$ cat config.mk
export PLATFORM = sky130hd
export DESIGN_NAME = mem_access_unit
export DESIGN_NICKNAME = d
export VERILOG_FILES = /design/src/rtl/mem_access_unit.sv
export SDC_FILE = /design/constraint.sdc
export NUM_CORES = 1
export LEC_CHECK = 0
export CORE_MARGIN = 5
export CORE_UTILIZATION = 45
export DETAILED_ROUTE_END_ITERATION = 10
export PLACE_DENSITY_LB_ADDON = 0.15
export SETUP_SLACK_MARGIN = 0.05
export SLEW_MARGIN = 20
export SYNTH_ARGS = -nofsm -noshare
export SYNTH_HDL_FRONTEND = slang
export SYNTH_SLANG_ARGS = --single-unit
$ cat constraint.sdc
create_clock -name clk -period 2.9 [get_ports clk]
set_clock_uncertainty 0.05 [all_clocks]
set_input_delay 0.29 -clock clk [delete_from_list [all_inputs] [get_ports clk]]
set_output_delay 0.29 -clock clk [all_outputs]
set_load 0.01 [all_outputs]
$ cat src/rtl/mem_access_unit.sv
`timescale 1ns/1ps
// Memory-stage data-bus responder: runs one load/store at a time on a valid/ready bus,
// steering byte lanes on the way out and extending load data on the way back.
module mem_access_unit #(
    parameter int TIMEOUT = 255
) (
    input  logic        clk,
    input  logic        reset,
    input  logic        MemReadM,
    input  logic        MemWriteM,
    input  logic [2:0]  MemControlM,
    input  logic [31:0] ALUResultM,
    input  logic [31:0] WriteDataM,
    output logic [31:0] ReadDataM,
    output logic        StallM,
    output logic        MemErrM,
    output logic        bus_valid,
    output logic        bus_we,
    output logic [31:0] bus_addr,
    output logic [3:0]  bus_wstrb,
    output logic [31:0] bus_wdata,
    input  logic        bus_ready,
    input  logic [31:0] bus_rdata
);
    localparam int CW = (TIMEOUT > 1) ? $clog2(TIMEOUT + 1) : 1;
    localparam logic [CW:0] TMO_V = TIMEOUT[CW:0];

    typedef enum logic [1:0] {IDLE, BUSY, DONE} state_t;
    state_t state, state_nxt;

    logic          req, is_wr, f3_ok, aligned, legal, tmo;
    logic [2:0]    f3_q;
    logic [1:0]    off_q;
    logic          err_q;
    logic [CW-1:0] cnt;
    logic [3:0]    strb_nxt;
    logic [31:0]   wdata_nxt, lane, ext;

    // Legality and lane steering for the request presented in IDLE
    always_comb begin
        req   = MemReadM | MemWriteM;
        is_wr = MemWriteM;
        if (is_wr) f3_ok = MemControlM inside {3'b000, 3'b001, 3'b010};
        else       f3_ok = MemControlM inside {3'b000, 3'b001, 3'b010, 3'b100, 3'b101};
        case (MemControlM[1:0])
            2'b10:   aligned = (ALUResultM[1:0] == 2'b00);
            2'b01:   aligned = !ALUResultM[0];
            default: aligned = 1'b1;
        endcase
        legal = f3_ok & aligned;
        case (MemControlM[1:0])
            2'b00: begin
                strb_nxt  = 4'b0001 << ALUResultM[1:0];
                wdata_nxt = {4{WriteDataM[7:0]}};
            end
            2'b01: begin
                strb_nxt  = ALUResultM[1] ? 4'b1100 : 4'b0011;
                wdata_nxt = {2{WriteDataM[15:0]}};
            end
            default: begin
                strb_nxt  = 4'b1111;
                wdata_nxt = WriteDataM;
            end
        endcase
    end

    // Load return path uses the latched offset/funct3, not the live M-stage inputs
    always_comb begin
        lane = bus_rdata >> {off_q, 3'b000};
        case (f3_q)
            3'b000:  ext = {{24{lane[7]}}, lane[7:0]};
            3'b100:  ext = {24'h0, lane[7:0]};
            3'b001:  ext = {{16{lane[15]}}, lane[15:0]};
            3'b101:  ext = {16'h0, lane[15:0]};
            default: ext = lane;
        endcase
        tmo = (TIMEOUT != 0) && (({1'b0, cnt} + 1'b1) == TMO_V);
    end

    always_comb begin
        state_nxt = state;
        StallM    = 1'b0;
        MemErrM   = 1'b0;
        case (state)
            IDLE: if (req) begin
                if (legal) begin
                    StallM    = 1'b1;
                    state_nxt = BUSY;
                end else begin
                    MemErrM = 1'b1;
                end
            end
            BUSY: begin
                StallM = 1'b1;
                if (bus_ready || tmo) state_nxt = DONE;
            end
            DONE: begin
                MemErrM   = err_q;
                state_nxt = IDLE;
            end
            default: state_nxt = IDLE;
        endcase
        // Held request must not leak stall/error while reset is asserted
        if (!reset) begin
            StallM  = 1'b0;
            MemErrM = 1'b0;
        end
    end

    always_ff @(posedge clk or negedge reset) begin
        if (!reset) begin
            state     <= IDLE;
            bus_valid <= 1'b0;
            bus_we    <= 1'b0;
            bus_addr  <= '0;
            bus_wstrb <= '0;
            bus_wdata <= '0;
            ReadDataM <= '0;
            f3_q      <= '0;
            off_q     <= '0;
            err_q     <= 1'b0;
            cnt       <= '0;
        end else begin
            state <= state_nxt;
            case (state)
                IDLE: if (req && legal) begin
                    bus_valid <= 1'b1;
                    bus_we    <= is_wr;
                    bus_addr  <= {ALUResultM[31:2], 2'b00};
                    bus_wstrb <= is_wr ? strb_nxt : 4'b0000;
                    bus_wdata <= wdata_nxt;
                    f3_q      <= MemControlM;
                    off_q     <= ALUResultM[1:0];
                    cnt       <= '0;
                end
                BUSY: begin
                    if (bus_ready) begin
                        bus_valid <= 1'b0;
                        if (!bus_we) ReadDataM <= ext;
                        cnt <= '0;
                    end else if (tmo) begin
                        bus_valid <= 1'b0;
                        ReadDataM <= '0;
                        err_q     <= 1'b1;
                        cnt       <= '0;
                    end else begin
                        cnt <= cnt + 1'b1;
                    end
                end
                DONE: begin
                    err_q <= 1'b0;
                    cnt   <= '0;
                end
                default: ;
            endcase
        end
    end
endmodule
== After elaboration in Yosys (flattened, before gate mapping) ==
Index checks and enable logic that the tools add are counted.

* Input bits: 104
* Output and inout bits: 104
* Word-level logic and storage cells: 90
* Register bits after elaboration: 116

* Shift operators: 2
* Muxes and demuxes: 33
* Bitwise gates (word level): 2
* Equality and inequality tests: 20
* $add $sub $neg: 2
* Reduce and logical (&&, ||, !) cells: 20

{| class="wikitable"
|+ Operators with widths
! cell !! count
|-
| 32-bit case mux with 4 select lines || 1
|-
| 32-bit 2-to-1 mux || 3
|-
| 32-bit case mux with 2 select lines || 1
|-
| 32-bit by 5-bit >> shifter with 32-bit output || 1
|-
| 8-bit 2-to-1 mux || 3
|-
| 8-bit case mux with 3 select lines || 1
|-
| 2-bit != test, second input constant || 7
|-
| 3-bit == test, second input constant || 4
|-
| 1-bit 2-to-1 mux || 12
|-
| 3-bit AND reduction || 4
|-
| 1-bit case mux with 2 select lines || 5
|-
| 8-bit by 1-bit adder with 9-bit output, second input constant || 1
|-
| 9-bit by 8-bit == test with 1-bit output, second input constant || 1
|-
| 8-bit by 1-bit adder with 8-bit output, second input constant || 1
|-
| 4-bit 2-to-1 mux || 2
|-
| 4-bit case mux with 2 select lines || 1
|-
| 3-bit by 1-bit == test with 1-bit output, second input constant || 2
|-
| 2-bit logical NOT || 3
|-
| 3-bit logical NOT || 2
|-
| 2-bit 2-to-1 mux || 3
|-
| 2-bit nonzero test || 3
|-
| 3-bit nonzero test || 2
|-
| 5-bit nonzero test || 1
|-
| 2-bit by 1-bit == test with 1-bit output, second input constant || 2
|-
| other kinds (11) || 13
|}

== Longest topological paths before layout ==
Gate-level depths: netlist of run 1.

* Depth in word-level cells: 8
* Depth in mapped cells: 10
* Depth with buffers taken out: 7

== Worst setup path after synthesis of run 1 ==
OpenSTA, ideal clock, no wires.

* Path type: input port to output port
* From: input port MemControlM[1]
* To: output port StallM
* Path slack: 0.744 ns
* Required time: 2.560 ns
* Stages on the path: 8
* Buffers on the path: 2
* Data arrival time: 1.816 ns
* Path through: inv_1 -> ha_1 -> buf_4 -> inv_2 -> a21o_1 -> a2111oi_4 -> clkbuf_1 -> o21a_1

* Cells in the longest elaborated chain, start to end: 8

{| class="wikitable"
|+ RTL lines
! element !! line !! RTL
|-
| start, declared || 11 || <nowiki>input logic [2:0] MemControlM,</nowiki>
|-
| 3-bit by 1-bit == test with 1-bit output, or another cell as far along || 43, 44 ||
|-
| 5-bit nonzero test or 3-bit nonzero test (tied branches) || 44, 43 ||
|-
| 1-bit 2-to-1 mux || 43 || <nowiki>if (is_wr) f3_ok = MemControlM inside {3'b000, 3'b001, 3'b010};</nowiki>
|-
| 1-bit bitwise AND * || 50 || <nowiki>legal = f3_ok & aligned;</nowiki>
|-
| 1-bit 2-to-1 mux * || 86 || <nowiki>if (legal) begin</nowiki>
|-
| 1-bit 2-to-1 mux * || 85 || <nowiki>IDLE: if (req) begin</nowiki>
|-
| 1-bit case mux with 2 select lines * || 84 || <nowiki>case (state)</nowiki>
|-
| 1-bit 2-to-1 mux * || 104 || <nowiki>if (!reset) begin</nowiki>
|-
| end, declared || 15 || <nowiki>output logic StallM,</nowiki>
|}

Mark *: on every way between the ends. The rest lies on a longest branch, timed or not.

== Worst setup path after layout of run 1 ==
* From: input port MemControlM[0]
* To: output port MemErrM

* Cells in the longest elaborated chain, start to end: 8

{| class="wikitable"
|+ RTL lines
! element !! line !! RTL
|-
| 3-bit by 1-bit == test with 1-bit output, or another cell as far along || 43, 44 ||
|-
| 5-bit nonzero test or 3-bit nonzero test (tied branches) || 44, 43 ||
|-
| 1-bit 2-to-1 mux || 43 ||
|-
| 1-bit bitwise AND * || 50 ||
|-
| 1-bit 2-to-1 mux * || 86 ||
|-
| 1-bit 2-to-1 mux * || 85 ||
|-
| 1-bit case mux with 2 select lines * || 84 ||
|-
| 1-bit 2-to-1 mux * || 104 ||
|-
| end, declared || 16 || <nowiki>output logic MemErrM,</nowiki>
|}

Marks and branches as above.

==> tab_implementation.tex, run 1 <==
\begin{tabular}{lr}
\hline
Metric & Value \\
\hline
\multicolumn{2}{l}{\textbf{Global route}} \\
Pin count of the biggest net entering global routing & 63 \\
Met2 routing resource usage after global routing & 40.5\% \\
GR Util met1 & 27.7\% \\
Met3 capacity usage during global routing & 7.81\% \\
Initial antenna violation count & 0 \\
Wire length of the first global-routing pass & 28.2 mm \\
Global-route usage over all layers & 23.8\% \\
Remaining global-route overflow & 0 \\
Via count of the first global-routing pass & 5,653 \\
Busiest grt layer & met2 \\
\multicolumn{2}{l}{\textbf{Floorplanning}} \\
Die Span Y & 124 um \\
Area of the core region & 12,700 um2 \\
Boundary pin count & 208 \\
Die outline area & 15,300 um2 \\
Initial Util & 45.9\% \\
Horizontal die dimension & 124 um \\
Standard-cell rows & 41 \\
\multicolumn{2}{l}{\textbf{Routing}} \\
Total routed wirelength & 17.7 mm \\
DR DRC count & 0 \\
Post-DR wirelength/cell & 17.0 um \\
Initial DRC count & 317 \\
Vias post-DR & 5,430 \\
Vias per cell & 5.21 \\
Length of the first detailed-routing pass in iterations & 5 \\
Post-DRT Antenna Nets & 0 \\
\multicolumn{2}{l}{\textbf{Critical path}} \\
Kind of start point of the critical path & input port \\
WP data required & 2.56 ns \\
Worst Setup Path Type & in -> out \\
Largest fanout on the critical path & 4 \\
Critical Path AT & 2.41 ns \\
Most Frequent Cell on Critical Path & sky130\_fd\_sc\_hd\_\_clkdlybuf4s50\_1 \\
Cells along the critical path & clkdlybuf4s50\_1, inv\_2, ha\_1, nor4\_2, a211oi\_2, o21ai\_0, and2\_1, clkdlybuf4s50\_1 \\
Slowest Stage Delay on Critical Path & 0.55 ns \\
Kind of end point of the critical path & output port \\
Slowest stage cell, crit path & sky130\_fd\_sc\_hd\_\_clkdlybuf4s50\_1 \\
\multicolumn{2}{l}{\textbf{Finish}} \\
Count of filler cells inserted in the layout & 991 \\
Design area & 8730 um2 \\
Final core area utilization & 68.9\% \\
Fraction of final layout cells sized beyond drive strength 1 & 8.85\% \\
Non-Filler Instances & 1,042 \\
Net total in the final layout & 971 \\
Signed area change from the synthesized netlist to the final layout & 50.2\% \\
Antenna diodes & 0 \\
\multicolumn{2}{l}{\textbf{Timing}} \\
Final hold slack & 0.304 ns \\
Final-report setup violation count & 0 \\
Max-slew violation count & 0 \\
Final clock period utilization by the worst path & 94.9\% \\
Slew at the pin closest to its max-slew limit & 0.716 ns \\
Post-layout minimum cycle time & 2.75 ns \\
Headroom to the max-slew limit & 52.3\% \\
Setup WS post-layout & 0.148 ns \\
Fmax & 363 MHz \\
Setup repair after global routing missed its margin & no \\
Final setup TNS & 0 ns \\
Final count of hold timing violations & 0 \\
\multicolumn{2}{l}{\textbf{CTS}} \\
Clock tree from TritonCTS & yes \\
Total clock buffers created by CTS & 17 \\
Total number of H-tree levels & 4 \\
Num Clock Sinks & 116 \\
Cell chosen for the clock root & sky130\_fd\_sc\_hd\_\_clkbuf\_16 \\
Clock transition time at the flip-flop clock pins of the worst setup and hold paths & 0.05 ns \\
Clk Latency, worst-skew pair & 0.41 ns \\
Maximum root-to-sink buffer count & 2 \\
\# Post-CTS Setup Buffers & 0 \\
\multicolumn{2}{l}{\textbf{Placed design}} \\
Routability-driven placement congestion ratio & 0.887 \\
IO Port Bufs & 205 \\
Placement-stage worst setup slack & 0.0743 ns \\
Placed cell area & 8070 um2 \\
HPWL Detailed & 12.9 mm \\
Placed insts & 1,009 \\
\multicolumn{2}{l}{\textbf{Power}} \\
Power per standard cell area & 994 nW/um2 \\
Total leakage power & 3.98 nW \\
VDD IR-drop max & 0.483 mV \\
Sum of internal, switching and leakage power & 8.68 mW \\
\multicolumn{2}{l}{\textbf{Logic synthesis}} \\
Synthesis warning total & 0 \\
Number of synthesized flops with an enable pin & 0 \\
Average cell area after synthesis & 8.92 um2 \\
Count of state elements after synthesis & 116 \\
Part of the Yosys area used for sequential elements & 49.9\% \\
Cell count after synthesis & 652 \\
Unique cell type count in the Yosys netlist & 49 \\
Most instantiated flip-flop cell in the synthesis netlist & sky130\_fd\_sc\_hd\_\_dfrtp\_1 \\
Mapped Area & 5820 um2 \\
Share of flip-flops with an asynchronous set or reset after synthesis & 100\% \\
\multicolumn{2}{l}{\textbf{Outcome}} \\
Run status & complete, no violations \\
\multicolumn{2}{l}{\textbf{Worst hold path}} \\
Hold Path Class & in -> async \\
\multicolumn{2}{l}{\textbf{Run}} \\
Number of maximum-capacitance violations & 0 \\
\hline
\end{tabular}
## where the power goes
part           switching (mW)  total, mW  internal, mW
clock network           0.723       2.20          1.48
logic                    1.79       3.73          1.94
registers               0.430       2.74          2.31
total                    2.94       8.68          5.73
## synth_stat cells (all sizes together), types with 2 or more instances
master	instances	area, um2
o22ai	5	31.3
a221o	4	40.0
or2	3	18.8
xor2	2	17.5
ha	10	125
mux2	10	113
dfrtp	116	2900
o21a	2	15.0
o31ai	3	22.5
o21ai	59	307
buf	27	148
nor2b	6	37.5
a32o	7	70.1
nand2	209	785
xnor2	2	17.5
nor2	47	176
nor3	4	20.0
mux2i	29	290
clkbuf	13	48.8
o2bb2ai	6	52.6
inv	10	37.5
nand3	6	30.0
a21o	10	75.1
a21boi	2	18.8
a21oi	33	176
a221oi	8	70.1
a22o	5	43.8
## logic make-up after synthesis
kind of cell,synth area share [%]
and+or+nand+nor,19.3
buffers and inverters,4.09
DFF,49.9
other,0.0645
xor gates and xnor gates,0.603
muxes,6.93
adders and majority gates,2.15
AOI/OAI and AO/OA,16.9
## final cells by class
| class | count | area (um2) | area share (%) |
|---|---|---|---|
| Sequential cell | 116 | 2900 | 33.2 |
| Tap cell | 172 | 215 | 2.46 |
| Clock buffer | 22 | 464 | 5.32 |
| Inverter | 11 | 41.3 | 0.473 |
| Timing Repair Buffer | 225 | 2230 | 25.5 |
| Multi-Input combinational cell | 486 | 2730 | 31.2 |
| Clock inverter | 10 | 154 | 1.76 |
## worst max-delay path: cells and delay by family
| family | cells | cell delay [ns] |
|---|---|---|
| AOI/OAI and AO/OA | 2 | 0.23 |
| and+or+nand+nor | 2 | 0.50 |
| adders and majority gates | 1 | 0.24 |
| buffers and inverters | 3 | 1.16 |
## placed cells by master, fill, tap and decap left out, types with 10 or more instances in the layout
cell                                n
sky130_fd_sc_hd__a21o_1            10
sky130_fd_sc_hd__a21oi_1           32
sky130_fd_sc_hd__buf_4             18
sky130_fd_sc_hd__clkbuf_16         17
sky130_fd_sc_hd__clkdlybuf4s50_1  203
sky130_fd_sc_hd__dfrtp_1          116
sky130_fd_sc_hd__mux2_2            10
sky130_fd_sc_hd__mux2i_1           29
sky130_fd_sc_hd__nand2_1          209
sky130_fd_sc_hd__nor2_1            47
sky130_fd_sc_hd__o21ai_0           50
## path summary, 6_finish.rpt
kind                                     start             to  slack, ns  cells after the start
max in group asynchronous                reset         cnt[5]       1.44                      3
min in group clk                 ALUResultM[4]    bus_addr[4]       0.36                      3
worst max-delay path            MemControlM[0]        MemErrM       0.15                      8
worst min register to register    bus_wstrb[1]   bus_wstrb[1]       0.42                      2
worst max register to register        off_q[1]  ReadDataM[18]       0.61                      6
worst min-delay path                     reset  ReadDataM[24]       0.30                      2
## flip-flops by register name, indices dropped and copies added (netlist names), 2 cells and up
signal     cells
ReadDataM     32
bus_addr      30
bus_wdata     32
bus_wstrb      4
cnt            8
f3_q           3
off_q          2
state          2
## repair_timing
action,in CTS,in global routing
gates resized for setup,0,8
endpoints found under the hold margin,22,0
hold buffers,1,0
setup endpoints to repair,0,2
## metal layers
metal,vias up,wire [um]
li1,2621,-
met1,2585,7280
met2,201,8750
met3,23,1400
met4,0,276
met5,-,0
Power figures use the tool's default switching activity.
==> inputs of run 2 (changes only) <==
--- a/config.mk
+++ b/config.mk
@@ -7,6 +7,7 @@
 export LEC_CHECK = 0
 export CORE_MARGIN = 5
 export CORE_UTILIZATION = 45
+export CTS_CLUSTER_DIAMETER = 200
 export DETAILED_ROUTE_END_ITERATION = 10
 export PLACE_DENSITY_LB_ADDON = 0.15
 export SETUP_SLACK_MARGIN = 0.05
==> results of run 2 <==
Final layout, timing and power as in run 1 (identical DEF).
==> inputs of run 3 (changes only) <==
--- a/config.mk
+++ b/config.mk
@@ -7,7 +7,7 @@
 export LEC_CHECK = 0
 export CORE_MARGIN = 5
 export CORE_UTILIZATION = 45
-export CTS_CLUSTER_DIAMETER = 200
+export CTS_CLUSTER_DIAMETER = 40
 export DETAILED_ROUTE_END_ITERATION = 10
 export PLACE_DENSITY_LB_ADDON = 0.15
 export SETUP_SLACK_MARGIN = 0.05
==> results of run 3 <==
Final layout, timing and power as in run 1 (identical DEF).
